File: src/rtl/load_store_unit.sv
// load_store_unit
//
// Memory-stage load/store unit between the EX/MEM pipeline register and the
// data-memory bus. A legal, aligned request seen in IDLE is latched and
// issued as a word-aligned bus transaction with byte enables. The pipeline
// is stalled until the memory acknowledges or the timeout expires. Load data
// is lane-extracted and sign/zero-extended into ReadData.
//
// Ports
//   clk, rst_n            clock, asynchronous active-low reset
//   MemRead, MemWrite     load / store request from EX/MEM
//   funct3                access size/sign (B, H, W, BU, HU)
//   ALUout                byte address
//   WriteData             store data, right-aligned
//   ReadData              extended load result, held until the next load completes
//   Stall                 freeze IF/ID/EX/MEM while high
//   AccessErr             one-cycle pulse: misaligned or illegal access
//   BusErr                one-cycle pulse: bus timeout
//   mem_req/we/addr/be/wdata   bus request, held stable while in REQ
//   mem_ack, mem_rdata    one-cycle completion with read data
module load_store_unit #(
    parameter int TIMEOUT_CYCLES = 255
) (
    input  logic        clk,
    input  logic        rst_n,
    input  logic        MemRead,
    input  logic        MemWrite,
    input  logic [2:0]  funct3,
    input  logic [31:0] ALUout,
    input  logic [31:0] WriteData,
    output logic [31:0] ReadData,
    output logic        Stall,
    output logic        AccessErr,
    output logic        BusErr,
    output logic        mem_req,
    output logic        mem_we,
    output logic [31:0] mem_addr,
    output logic [3:0]  mem_be,
    output logic [31:0] mem_wdata,
    input  logic        mem_ack,
    input  logic [31:0] mem_rdata
);

    typedef enum logic [1:0] {
        IDLE = 2'd0,
        REQ  = 2'd1,
        DONE = 2'd2
    } state_t;

    // The counter holds the number of REQ cycles already completed, so the
    // last allowed REQ cycle is the one where it reads TIMEOUT_CYCLES-1.
    localparam logic [7:0] TMO_LAST = 8'(TIMEOUT_CYCLES - 1);

    state_t      state, state_nxt;
    logic [7:0]  cnt;
    logic [2:0]  f3_p1;
    logic [1:0]  lane_p1;

    logic        req_any;
    logic        illegal;
    logic        misalign;
    logic        accept;
    logic        reject;
    logic        tmo;
    logic [35:0] st_fmt;

    // Store formatting: returns {be, wdata}. Loads always read the full word.
    function automatic logic [35:0] fmt_store(input logic        is_store,
                                              input logic [2:0]  f3,
                                              input logic [1:0]  off,
                                              input logic [31:0] wd);
        logic [3:0]  be;
        logic [31:0] data;
        be   = 4'b1111;
        data = 32'd0;
        if (is_store) begin
            case (f3[1:0])
                2'b00: begin
                    be   = 4'b0001 << off;
                    data = {4{wd[7:0]}};
                end
                2'b01: begin
                    be   = off[1] ? 4'b1100 : 4'b0011;
                    data = {2{wd[15:0]}};
                end
                default: begin
                    be   = 4'b1111;
                    data = wd;
                end
            endcase
        end
        return {be, data};
    endfunction

    // Lane extraction and extension of a returned read word.
    function automatic logic [31:0] load_extend(input logic [2:0]  f3,
                                                input logic [1:0]  off,
                                                input logic [31:0] rd);
        logic [7:0]  b;
        logic [15:0] h;
        logic [31:0] res;
        case (off)
            2'd0:    b = rd[7:0];
            2'd1:    b = rd[15:8];
            2'd2:    b = rd[23:16];
            default: b = rd[31:24];
        endcase
        h = off[1] ? rd[31:16] : rd[15:0];
        case (f3)
            3'b000:  res = {{24{b[7]}}, b};
            3'b100:  res = {24'd0, b};
            3'b001:  res = {{16{h[15]}}, h};
            3'b101:  res = {16'd0, h};
            default: res = rd;
        endcase
        return res;
    endfunction

    // Request qualification (only acted on in IDLE)
    always_comb begin
        req_any  = MemRead | MemWrite;
        illegal  = (MemRead & MemWrite)
                 | (funct3 == 3'b011) | (funct3 == 3'b110) | (funct3 == 3'b111)
                 | (MemWrite & ((funct3 == 3'b100) | (funct3 == 3'b101)));
        misalign = (((funct3 == 3'b001) | (funct3 == 3'b101)) & ALUout[0])
                 | ((funct3 == 3'b010) & (ALUout[1:0] != 2'b00));
        accept   = req_any & ~illegal & ~misalign;
        reject   = req_any & (illegal | misalign);
        tmo      = (cnt == TMO_LAST);
        st_fmt   = fmt_store(MemWrite, funct3, ALUout[1:0], WriteData);
    end

    // Next state and stall
    always_comb begin
        state_nxt = state;
        Stall     = 1'b0;
        case (state)
            IDLE: begin
                if (accept) begin
                    Stall     = 1'b1;
                    state_nxt = REQ;
                end
            end
            REQ: begin
                Stall = 1'b1;
                if (mem_ack || tmo) begin
                    state_nxt = DONE;
                end
            end
            DONE: begin
                state_nxt = IDLE;
            end
            default: begin
                state_nxt = IDLE;
            end
        endcase
        // Keep the pipeline free while reset is held, even if a stale
        // request is still presented.
        if (!rst_n) begin
            Stall = 1'b0;
        end
    end

    always_ff @(posedge clk or negedge rst_n) begin
        if (!rst_n) begin
            state <= IDLE;
        end else begin
            state <= state_nxt;
        end
    end

    // Bus side, latched request fields and results
    always_ff @(posedge clk or negedge rst_n) begin
        if (!rst_n) begin
            ReadData  <= 32'd0;
            mem_req   <= 1'b0;
            mem_we    <= 1'b0;
            mem_addr  <= 32'd0;
            mem_be    <= 4'd0;
            mem_wdata <= 32'd0;
            AccessErr <= 1'b0;
            BusErr    <= 1'b0;
            cnt       <= 8'd0;
            f3_p1     <= 3'd0;
            lane_p1   <= 2'd0;
        end else begin
            AccessErr <= 1'b0;
            BusErr    <= 1'b0;
            case (state)
                IDLE: begin
                    if (accept) begin
                        mem_req   <= 1'b1;
                        mem_we    <= MemWrite;
                        mem_addr  <= {ALUout[31:2], 2'b00};
                        mem_be    <= st_fmt[35:32];
                        mem_wdata <= st_fmt[31:0];
                        f3_p1     <= funct3;
                        lane_p1   <= ALUout[1:0];
                        cnt       <= 8'd0;
                    end else if (reject) begin
                        AccessErr <= 1'b1;
                    end
                end
                REQ: begin
                    cnt <= cnt + 8'd1;
                    if (mem_ack) begin
                        mem_req <= 1'b0;
                        if (!mem_we) begin
                            ReadData <= load_extend(f3_p1, lane_p1, mem_rdata);
                        end
                    end else if (tmo) begin
                        mem_req <= 1'b0;
                        BusErr  <= 1'b1;
                        if (!mem_we) begin
                            ReadData <= 32'd0;
                        end
                    end
                end
                default: begin
                end
            endcase
        end
    end

endmodule

File: config.mk
export PLATFORM = sky130hd
export DESIGN_NAME = load_store_unit
export DESIGN_NICKNAME = d
export VERILOG_FILES = /design/src/rtl/load_store_unit.sv
export SDC_FILE = /design/constraint.sdc
export NUM_CORES = 1
export LEC_CHECK = 0
export CORE_MARGIN = 4
export CORE_UTILIZATION = 41
export DETAILED_ROUTE_END_ITERATION = 8
export GPL_TIMING_DRIVEN = 0
export PLACE_DENSITY = 0.79
export SYNTH_ARGS = -nofsm -noshare
export SYNTH_HDL_FRONTEND = slang
export SYNTH_SLANG_ARGS = --single-unit
File: constraint.sdc
create_clock -name clk -period 2.02 [get_ports clk]
set_input_delay 0.505 -clock clk [delete_from_list [all_inputs] [get_ports clk]]
set_output_delay 0.505 -clock clk [all_outputs]
set_load 0.03 [all_outputs]
Word level (Yosys, flattened, before mapping)
Cells that the tools add are included.
- output and inout bits: 105
- memories: 0
- word-level logic and storage cells: 95
- register bits after elaboration: 117
- memory bits (read-only): 0
- bits in writable memories: 0
- bits in latches: 0
- multiply operators: 0
- add/sub/neg operators: 1
- bitwise gates (word level): 18
- order comparisons: 0
- reductions and logical operators: 13
- shifts and indexed selects: 1
- div/mod/pow operators: 0
- equal/unequal tests: 20
- muxes and demuxes: 30
- operators with widths (cell ; count):
    32-bit two-way mux ; 5
    32-bit case mux with 4 select lines ; 1
    32-bit case mux with 2 select lines ; 1
    8-bit case mux with 3 select lines ; 1
    3-bit equality test (second input constant) ; 6
    16-bit two-way mux ; 1
    8-bit case mux with 2 select lines ; 1
    1-bit two-way mux ; 11
    1-bit bitwise OR ; 9
    8-bit by 1-bit adder with 8-bit output (second input constant) ; 1
    8-bit equality test (second input constant) ; 1
    4-bit two-way mux ; 2
    8-bit two-way mux ; 1
    2-bit != test (second input constant) ; 4
    4-bit case mux with 2 select lines ; 1
    1-bit bitwise AND ; 7
    2-bit by 1-bit equality test with 1-bit output (second input constant) ; 3
    3-bit by 1-bit equality test with 1-bit output (second input constant) ; 2
    3-bit by 2-bit equality test with 1-bit output (second input constant) ; 2
    2-bit zero test ; 3
    2-bit AND reduction ; 3
    2-bit nonzero test ; 3
    2-bit two-way mux ; 2
    1-bit case mux with 2 select lines ; 2
    9 further kinds ; 10

Longest topological paths before layout
Gate-level depths: netlist of the first run.
- depth after elaboration: 11
- depth in mapped cells: 7
- depth with buffers taken out: 5

Worst setup path before layout of the first run
No wires, ideal clock.
- path kind: input to output
- from: input funct3[1]
- to: output Stall
- arrival: 1.704 ns
- data required time: 1.515 ns
- path buffers: 3
- setup slack: -0.189 ns
- stages: 7
- cell sequence: buf_2 o21ai_1 nand3_2 nor2_1 buf_4 buf_6 o211a_1
- cells in the longest elaborated chain, start to end: 11
- RTL lines (what ; line ; text):
    start, declared ; 28 ; input logic [2:0] funct3,
    3-bit by 2-bit equality test with 1-bit output ; 123 ; | (funct3 == 3'b011) | (funct3 == 3'b110) | (funct3 == 3'b111)
    1-bit bitwise OR (3 in a row) ; 123 ;
    1-bit bitwise OR ; 124 ; | (MemWrite & ((funct3 == 3'b100) | (funct3 == 3'b101)));
    1-bit inverter ; 127 ; accept = req_any & ~illegal & ~misalign;
    1-bit bitwise AND ; 127 ;
    1-bit bitwise AND (*) ; 127 ;
    1-bit two-way mux (*) ; 139 ; if (accept) begin
    1-bit case mux with 2 select lines (*) ; 137 ; case (state)
    1-bit two-way mux (*) ; 159 ; if (!rst_n) begin
    end, declared ; 32 ; output logic Stall,
Mark *: on every way between the ends. The rest lies on a longest branch, timed or not.

Final worst setup path of the first run
- from: register state[1]
- to: output Stall
- cells in the longest elaborated chain, start to end: 3
- RTL lines (what ; line ; text):
    start, declared ; 54 ; state_t state, state_nxt;
    start signal, assigned ; 168 ; state <= state_nxt;
    2-bit by 1-bit equality test with 1-bit output or 2-bit zero test (tied branches) ; 137 ;
    1-bit case mux with 2 select lines (*) ; 137 ;
    1-bit two-way mux (*) ; 159 ;
Marked as above.

==> run summary, run 1 <==
CP startpoint kind = flop
GRT Overall Usage = 22.8%
final core occ = 65.0%
r2r setup slk = 0.10 ns
syn avg cell area = 10.7 um2
relative slew slack = 39.0%
Total Power = 11.3 mW
CTS Buf Count = 17
DP Worst Slack = -1.43 ns
# diodes = 0
Post-synth EDFFs = 0
Critical R2R Capture = ReadData[4]
Synth Flop Type = dfrtp_1
global-route wire length before repair = 28900 um
Root Buffer Master = clkbuf_16
clk sink count = 117
share of cells above drive strength 1 = 10.9%
sequential area share after synthesis = 51.2%
Post-DP HPWL = 13800 um
Top Ports = 209
MaxCap Viol Count = 0
Clk Latency, worst-skew pair = 0.41 ns
Yosys cell types = 53
drt drc = 0
Seq pwr share = 31.7%
placed cell count = 917
starting density of the core = 42.5%
CTS tree = yes
htree depth = 4
Clk pwr share = 24.9%
status = complete, but fails checks
Synth Register Bits = 117
Area Growth Syn to Fin = 53.1%
Clock Path Buffers = 2
violated checks = negative hold slack, negative setup slack
Placer Congestion = 0.960
core area = 13500 um2
Syn Inst Count = 535
Post-synth ARST share = 100%
Logic pwr share = 43.4%
crit path max fanout = 5
vias per cell = 5.60
Critical Path RT = 1.51 ns
Rows = 42
1st-iter DRT viols = 426
die width = 126 um
Worst-Margin Slew = 0.913 ns
Leak = 3.81 nW
worst setup path class = flop to primary output
reg2reg start = lane_p1[1]
maximum VDD drop = 0.689 mV
vias in the first global route = 5571
Layout Cells excl Fill = 956
DRT Pass-1 Iters = 5
GR Overflow Total = 0
Pwr Density = 1290 nW/um2
die height = 126 um
endpoints failing hold = 18
Worst R2R Path Depth = 5
pin count of the biggest net entering global routing = 81
NetSw = 4.29 mW
Hold Path Class = primary input to asynchronous set/reset pin
post-route ant nets = 0
clk_skew = 0.00694 ns
Sw Share = 37.9%
Reg clk slew, reported paths = 0.05 ns
Final Cycle Share = 100%
Crit. End Element = primary output
Final Max Tran Viols = 0
antenna violations before repair = 0
Setup-failing EPs final = 1
cell-internal power = 7.04 mW
Tmin final = 2.03 ns
Hold Slack = -0.0644 ns
Synth Cell Area = 5710 um2
Synth Warn # = 0
Die Footprint = 15900 um2
via count = 5358
DRT Wirelength = 18300 um
crit path DAT = 1.52 ns
Port Buffers = 204
RSZ-0062 raised after global routing = true
Fmax = 494 MHz
routed wire length per instance = 19.1 um
final worst slack = -0.00587 ns
Final #Nets = 873
## layer usage
metal,track usage [%],wire (um)
met5,0,0
met4,10.7,657
met3,7.41,1710
met2,36.8,8670
met1,27.6,7220
## registers in the layout, summed over array words and instances (netlist names)
| register | count |
|---|---|
| ReadData | 32 |
| mem_wdata | 32 |
| mem_addr | 30 |
| cnt | 8 |
| mem_be | 4 |
| f3_p1 | 3 |
| lane_p1 | 2 |
| state | 2 |
| AccessErr | 1 |
| BusErr | 1 |
| mem_req | 1 |
| mem_we | 1 |
## synthesized netlist by cell type (7+ instances only)
cell type | n | area share [%]
a21boi_0 | 8 | 1.1
a21o_1 | 7 | 0.92
a21oi_1 | 8 | 0.70
a221oi_1 | 8 | 1.2
a22o_1 | 19 | 2.9
buf_2 | 10 | 0.88
clkbuf_1 | 25 | 1.6
dfrtp_1 | 117 | 51
mux2_1 | 48 | 9.5
mux2_2 | 8 | 1.6
mux2i_1 | 12 | 2.1
nand2_1 | 82 | 5.4
nor2_1 | 13 | 0.85
nor2b_1 | 12 | 1.3
o21ai_0 | 24 | 2.1
o21ai_1 | 29 | 2.5
o2bb2ai_1 | 8 | 1.2
o31ai_1 | 25 | 3.3
## what timing repair did
item	in CTS	in global routing
setup endpoints to repair	40	26
gates resized for setup	30	16
cloned	0	1
setup buffers	5	3
pin swaps	4	7
endpoints found under the hold margin	38	20
## worst max-delay path by stage
stage	start	endpoint	slack [ns]	cells after the start
2_1_floorplan	funct3[2]	Stall	-0.04	6
3_3_place_gp	rst_n	Stall	-4.51	3
3_5_place_dp	funct3[2]	Stall	-1.43	8
4_1_cts	state[1]	Stall	-0.12	6
5_1_grt	state[1]	Stall	-0.07	5
6_report	state[1]	Stall	-0.006	5
## cells by family after synthesis
kind of cell / after synthesis / share of synthesized area (%)
other cells: 1 / 0.0656
buf+inv: 52 / 4.36
fa+ha+maj: 2 / 0.438
flops: 117 / 51.2
xor+xnor: 2 / 0.307
compound gates: 164 / 20.3
simple gates: 129 / 10.2
mux: 68 / 13.1
## cells in the final DEF (no fill, tap or decap), types with 9 or more instances in the layout
cell               n
nor2_1            11
a22o_1            19
clkbuf_16         18
o31ai_1           24
nand2_1           81
clkdlybuf4s50_1  187
o21ai_1           27
buf_2             12
dlymetal6s2s_1     9
dfrtp_1          116
o21ai_0           24
mux2i_1           12
clkbuf_1          28
nor2b_1           12
buf_4              9
mux2_1            48
## final cells by class
type	count	area, um2
fillers	1054	4700
flip-flops and latches	117	2930
multi-input cells	367	2630
repair buffers	214	2160
clock buffers	24	492
well taps	176	220
plain buffers	42	215
clock inverters	8	73.8
inverters	8	30.0
## critical path, cell delays in order, from the launching register on
cell and delay, ns:
dfrtp_2 0.44, nor2_4 0.15, o21ai_4 0.09, nor2_4 0.15, o211a_4 0.17, buf_6 0.12
## through the flow
stage          area [um2]  hold WS [ns]   TNS, ns
6_report             8750       -0.0644  -0.00587
5_1_grt              8750       -0.0731   -0.0662
4_1_cts              8700       -0.0356    -0.124
3_5_place_dp         8060         0.436    -41.36
3_3_place_gp         8030         0.459   -507.59
2_1_floorplan        5770         0.209   -0.0379
## power groups by stage
stage	Sequential, mW	Combinational (mW)	Clock (mW)
3_5_place_dp	3.61	4.88	0
4_1_cts	3.59	4.93	2.88
2_1_floorplan	4.88	1.42	0
3_3_place_gp	3.58	4.78	0
5_1_grt	3.68	5.22	3.00
6_report	3.59	4.91	2.82
Note: power is estimated with default switching activity, not from simulation.
==> inputs of run 2 (changes only) <==
Settings changed: PLACE_DENSITY 0.79 to 0.77.
==> run summary, run 2 (synthesis gave the netlist of run 1 again) <==
Area Growth Syn to Fin = 53.6%
Reg clk slew, reported paths = 0.05 ns (about the same)
Hold Slack = -0.00968 ns (+0.0547 ns)
DRT Pass-1 Iters = 5 (unchanged)
crit path cell chain = nor2_4 -> o21ai_4 -> nor2_4 -> o211a_4 -> buf_6
commonest non-fill, non-tap cell in the layout = clkdlybuf4s50_1
Hold Buf Count CTS = 0
Crit. End Element = primary output
GRT Overall Usage = 23.2% (+0.46 points)
starting density of the core = 42.5% (unchanged)
Fill cells = 1077 (+2.2%)
Pwr Density = 1300 nW/um2 (+0.72%)
slowest stage delay, CP = 0.42 ns (-0.02 ns)
violated checks = negative hold slack
Setup-failing EPs final = 0 (-1)
Logic pwr share = 43.0% (-0.4 points)
global-route wire length before repair = 29400 um (+1.5%)
Critical Path RT = 1.51 ns (about the same)
Final Cycle Share = 99.1% (-1.2 points)
crit path DAT = 1.50 ns (-0.02 ns)
Hold Path Class = primary input to asynchronous set/reset pin
Rows = 42 (unchanged)
Seq pwr share = 31.4% (-0.3 points)
biggest regs = ReadData: 32 flops, mem_wdata: 32 flops, mem_addr: 30 flops
clk_skew = 0.00721 ns (+0.000264 ns)
Root Buffer Master = clkbuf_16
crit path max fanout = 3 (-2)
Final #Nets = 873 (unchanged)
most used cell along the critical path = nor2_4
CP startpoint kind = flop
Worst path slowest cell = dfrtp_2
vias per cell = 5.56 (-0.88%)
Clk pwr share = 25.6% (+0.7 points)
Sw Share = 37.2% (-0.68 points)
# diodes = 0 (unchanged)
Clock Path Buffers = 2 (unchanged)
CTS tree = yes
Die Footprint = 15900 um2 (unchanged)
clk sink count = 117 (unchanged)
Final Max Tran Viols = 0 (unchanged)
worst setup path class = flop to primary output
DRT Wirelength = 18300 um (+0.39%)
routed wire length per instance = 19.2 um (+0.71%)
maximum VDD drop = 0.647 mV (-6.1%)
Port Buffers = 204 (unchanged)
Clk Latency, worst-skew pair = 0.41 ns (about the same)
Top Ports = 209 (unchanged)
footprint of the multi-input gates = 2630 um2 (+0.19%)
htree depth = 4 (unchanged)
reg2reg start = lane_p1[1]
CTS Buf Count = 17 (unchanged)
status = complete, but fails checks
Worst Setup SP = state[0]
1st-iter DRT viols = 412 (-3.3%)
cell-internal power = 7.19 mW (+2.1%)
die width = 126 um (unchanged)
RSZ-0062 raised after global routing = true
Worst-Margin Slew = 0.588 ns (-0.325 ns)
Post-DP HPWL = 13800 um (+0.21%)
Tmin final = 2.00 ns (-0.0249 ns)
Placer Congestion = 0.920 (-4.2%)
vias in the first global route = 5615 (+0.79%)
NetSw = 4.26 mW (-0.80%)
die height = 126 um (unchanged)
antenna violations before repair = 1 (+1)
post-route ant nets = 0 (unchanged)
GR Overflow Total = 0 (unchanged)
MaxCap Viol Count = 0 (unchanged)
most frequent cells in the layout = 188 x clkdlybuf4s50_1, 115 x dfrtp_1, 81 x nand2_1, 48 x mux2_1
pin count of the biggest net entering global routing = 46 (-43%)
sum of negative setup slack = 0 ns (+0.00587 ns)
drt drc = 0 (unchanged)
share of cells above drive strength 1 = 11.1% (+0.17 points)
core area = 13500 um2 (unchanged)
endpoints failing hold = 6 (-12)
Fmax = 500 MHz (+1.2%)
relative slew slack = 60.8% (+22 points)
Leak = 3.83 nW (+0.34%)
Register Area = 2930 um2 (about the same)
via count = 5294 (-1.2%)
## run 2: metal layers
metal	track usage, %	routed length (um)	part of all wire (%)
met3	9.31	1890	10
met4	6.81	317	1.7
met5	0	12	0.065
met2	38.9	8870	48
met1	27.7	7240	39
## run 2: final timing paths
kind	to	slack (ns)	cells past startpoint
min in group clk	f3_p1[2]	0.40	2
setup reg to reg	ReadData[11]	0.09	5
hold reg to reg	cnt[7]	0.48	1
max in group asynchronous	ReadData[11]	1.36	2
setup / recovery	Stall	0.02	5
hold / removal	ReadData[4]	-0.01	1
## run 2: area by class of cell
class                           count  area share (%)
Sequential cell                   117            33.4
Multi-Input combinational cell    367            30.0
Timing Repair Buffer              214            24.8
Clock buffer                       25            5.76
Tap cell                          176            2.51
Buffer                             42            2.47
Clock inverter                      4           0.799
Inverter                            8           0.342
## run 2: power by group through the flow
stage                     registers (mW)  clock network (mW)  logic, mW
final                               3.59                2.93       4.92
after global routing                3.69                3.10       5.21
after CTS                           3.59                2.99       4.93
after detailed placement            3.61                   0       4.89
after global placement              3.56                   0       4.79
after floorplan                     4.88                   0       1.42
## run 2: worst max-delay path: cells and delay by family, from the launching register on
kind                   cells  cell delay, ns
buffers and inverters      1            0.12
AND/OR/NAND/NOR            2            0.29
flip-flops                 1            0.42
AO/OA/AOI/OAI              2            0.25
## run 2: timing repair
item                       CTS  global route
pin swaps                    5             7
setup endpoints to repair   39            54
gates resized for setup     32            18
setup buffers                5             3
cloned                       1             0
## run 2: stage by stage
step / std cells / setup WS [ns] / util (%) / power (mW) / cell area [um2]
2_1_floorplan: 536 / -0.0379 / - / 6.30 / 5770
3_3_place_gp: 916 / -4.54 / 59.7 / 8.35 / 8030
3_5_place_dp: 917 / -1.37 / 59.9 / 8.50 / 8060
4_1_cts: 951 / -0.0808 / 64.8 / 11.5 / 8720
5_1_grt: 953 / -0.0626 / 65.2 / 12.0 / 8770
6_report: 953 / 0.0190 / 65.2 / 11.4 / 8770
==> inputs of run 3 (changes only) <==
Settings changed: CORE_ASPECT_RATIO set to 2, SKIP_CTS_REPAIR_TIMING set to 1.
==> run summary, run 3 (synthesis gave the netlist of run 1 again) <==
status = complete, but fails checks
violated checks = negative hold slack, negative setup slack
biggest regs = ReadData: 32 flops, mem_wdata: 32 flops, mem_addr: 30 flops
NetSw = 4.53 mW (+6.5%)
Critical Path RT = 1.51 ns (about the same)
antenna violations before repair = 0 (-1)
Die Footprint = 16000 um2 (+0.72%)
crit path DAT = 1.59 ns (+0.09 ns)
starting density of the core = 42.1% (-0.42 points)
die height = 175 um (+39%)
GRT Overall Usage = 24.8% (+1.6 points)
Leak = 3.90 nW (+1.8%)
Final #Nets = 879 (+0.69%)
Worst-Margin Slew = 0.526 ns (-0.0620 ns)
DRT Wirelength = 20400 um (+11%)
Hold Path Class = primary input to asynchronous set/reset pin
Setup-failing EPs final = 1 (+1)
post-route ant nets = 0 (unchanged)
Critical R2R Capture = ReadData[0]
reg2reg start = lane_p1[1]
footprint of the multi-input gates = 2650 um2 (+0.62%)
sum of negative setup slack = -0.0718 ns (-0.0718 ns)
MaxCap Viol Count = 0 (unchanged)
Clock Path Buffers = 2 (unchanged)
final worst slack = -0.0718 ns (-0.0908 ns)
worst setup path class = primary input to primary output
Pwr Density = 1320 nW/um2 (+1.5%)
Clk pwr share = 27.1% (+1.5 points)
Crit. End Element = primary output
Logic pwr share = 42.6% (-0.4 points)
1st-iter DRT viols = 235 (-43%)
core area = 13600 um2 (+1.0%)
Hold Slack = -0.0727 ns (-0.0630 ns)
DRT Pass-1 Iters = 5 (unchanged)
Top Ports = 209 (unchanged)
maximum VDD drop = 0.662 mV (+2.3%)
crit path max fanout = 7 (+4)
CTS Buf Count = 17 (unchanged)
share of cells above drive strength 1 = 12.3% (+1.3 points)
Sw Share = 38.4% (+1.2 points)
RSZ-0062 raised after global routing = true
vias per cell = 5.54 (-0.35%)
Tmin final = 2.09 ns (+0.0908 ns)
Fill cells = 1074 (-0.28%)
Placer Congestion = 0.936 (+1.7%)
commonest non-fill, non-tap cell in the layout = clkdlybuf4s50_1
Area Growth Syn to Fin = 56.1%
htree depth = 4 (unchanged)
vias in the first global route = 5609 (-0.11%)
r2r setup slk = 0.09 ns (about the same)
Seq pwr share = 30.2% (-1.2 points)
Total Power = 11.8 mW (+3.2%)
Clk Latency, worst-skew pair = 0.41 ns (about the same)
most frequent cells in the layout = 188 x clkdlybuf4s50_1, 115 x dfrtp_1, 81 x nand2_1, 48 x mux2_1, 27 x o21ai_1
relative slew slack = 64.8% (+4.0 points)
Final Max Tran Viols = 0 (unchanged)
clk sink count = 117 (unchanged)
Root Buffer Master = clkbuf_16
cell-internal power = 7.28 mW (+1.2%)
CTS tree = yes
pin count of the biggest net entering global routing = 88 (+91%)
Reg clk slew, reported paths = 0.06 ns (about the same)
routed wire length per instance = 21.0 um (+9.0%)
Fmax = 478 MHz (-4.3%)
via count = 5386 (+1.7%)
clk_skew = 0.00763 ns (+0.000421 ns)
Rows = 60 (+43%)
die width = 91.5 um (-27%)
Worst R2R Path Depth = 6 (+1)
endpoints failing hold = 8 (+2)
Final Cycle Share = 104% (+4.5 points)
Port Buffers = 204 (unchanged)
global-route wire length before repair = 30500 um (+3.9%)
drt drc = 0 (unchanged)
Post-DP HPWL = 15600 um (+13%)
Register Area = 2930 um2 (unchanged)
CP startpoint kind = primary input
GR Overflow Total = 0 (unchanged)
==> run 3: worst max-delay path by stage <==
| stage | from | cells past startpoint | to | slack [ns] |
|---|---|---|---|---|
| floorplan | funct3[2] | 6 | Stall | -0.04 |
| global placement | rst_n | 3 | Stall | -4.56 |
| detailed placement | funct3[2] | 8 | Stall | -1.47 |
| CTS | funct3[2] | 8 | Stall | -1.48 |
| global route | funct3[2] | 7 | Stall | -0.12 |
| finish | funct3[2] | 7 | Stall | -0.07 |
==> run 3: cell type report <==
class,count,share of cell area [%]
Antenna cell,1,0.0281
Tap cell,186,2.61
Multi-Input combinational cell,367,29.7
Timing Repair Buffer,219,25.0
Buffer,43,2.55
Inverter,8,0.337
Clock inverter,13,1.92
Clock buffer,19,5.08
Sequential cell,117,32.8
==> run 3: power groups by stage <==
stage	Sequential, mW	Combinational (mW)	Clock, mW
3_5_place_dp	3.59	4.97	0
4_1_cts	3.56	4.99	3.24
2_1_floorplan	4.88	1.42	0
5_1_grt	3.66	5.30	3.36
6_report	3.57	5.03	3.20
3_3_place_gp	3.55	4.87	0
==> run 3: metal layers <==
metal  wire, um  GRT usage, %  vias to the layer above
li1           -             -                     2429
met1       6420          22.8                     2628
met2      11600          48.1                      262
met3       1380          6.29                       67
met4       1010          13.5                        0
met5          0             0                        -
==> run 3: metrics by stage <==
step	area (um2)	std cells	util [%]	setup WS, ns
after detailed placement	8070	927	59.4	-1.47
after CTS	8700	959	64.0	-1.48
after global routing	8920	972	65.6	-0.122
after floorplan	5770	536	-	-0.0379
final	8920	973	65.7	-0.0718
after global placement	8040	926	59.2	-4.56
==> run 3: critical path, stage by stage <==
cell,delay (ns)
dlymetal6s2s_1,0.19
o31ai_4,0.24
nand3_4,0.11
nor2_4,0.12
buf_6,0.13
o211a_4,0.16
buf_6,0.13
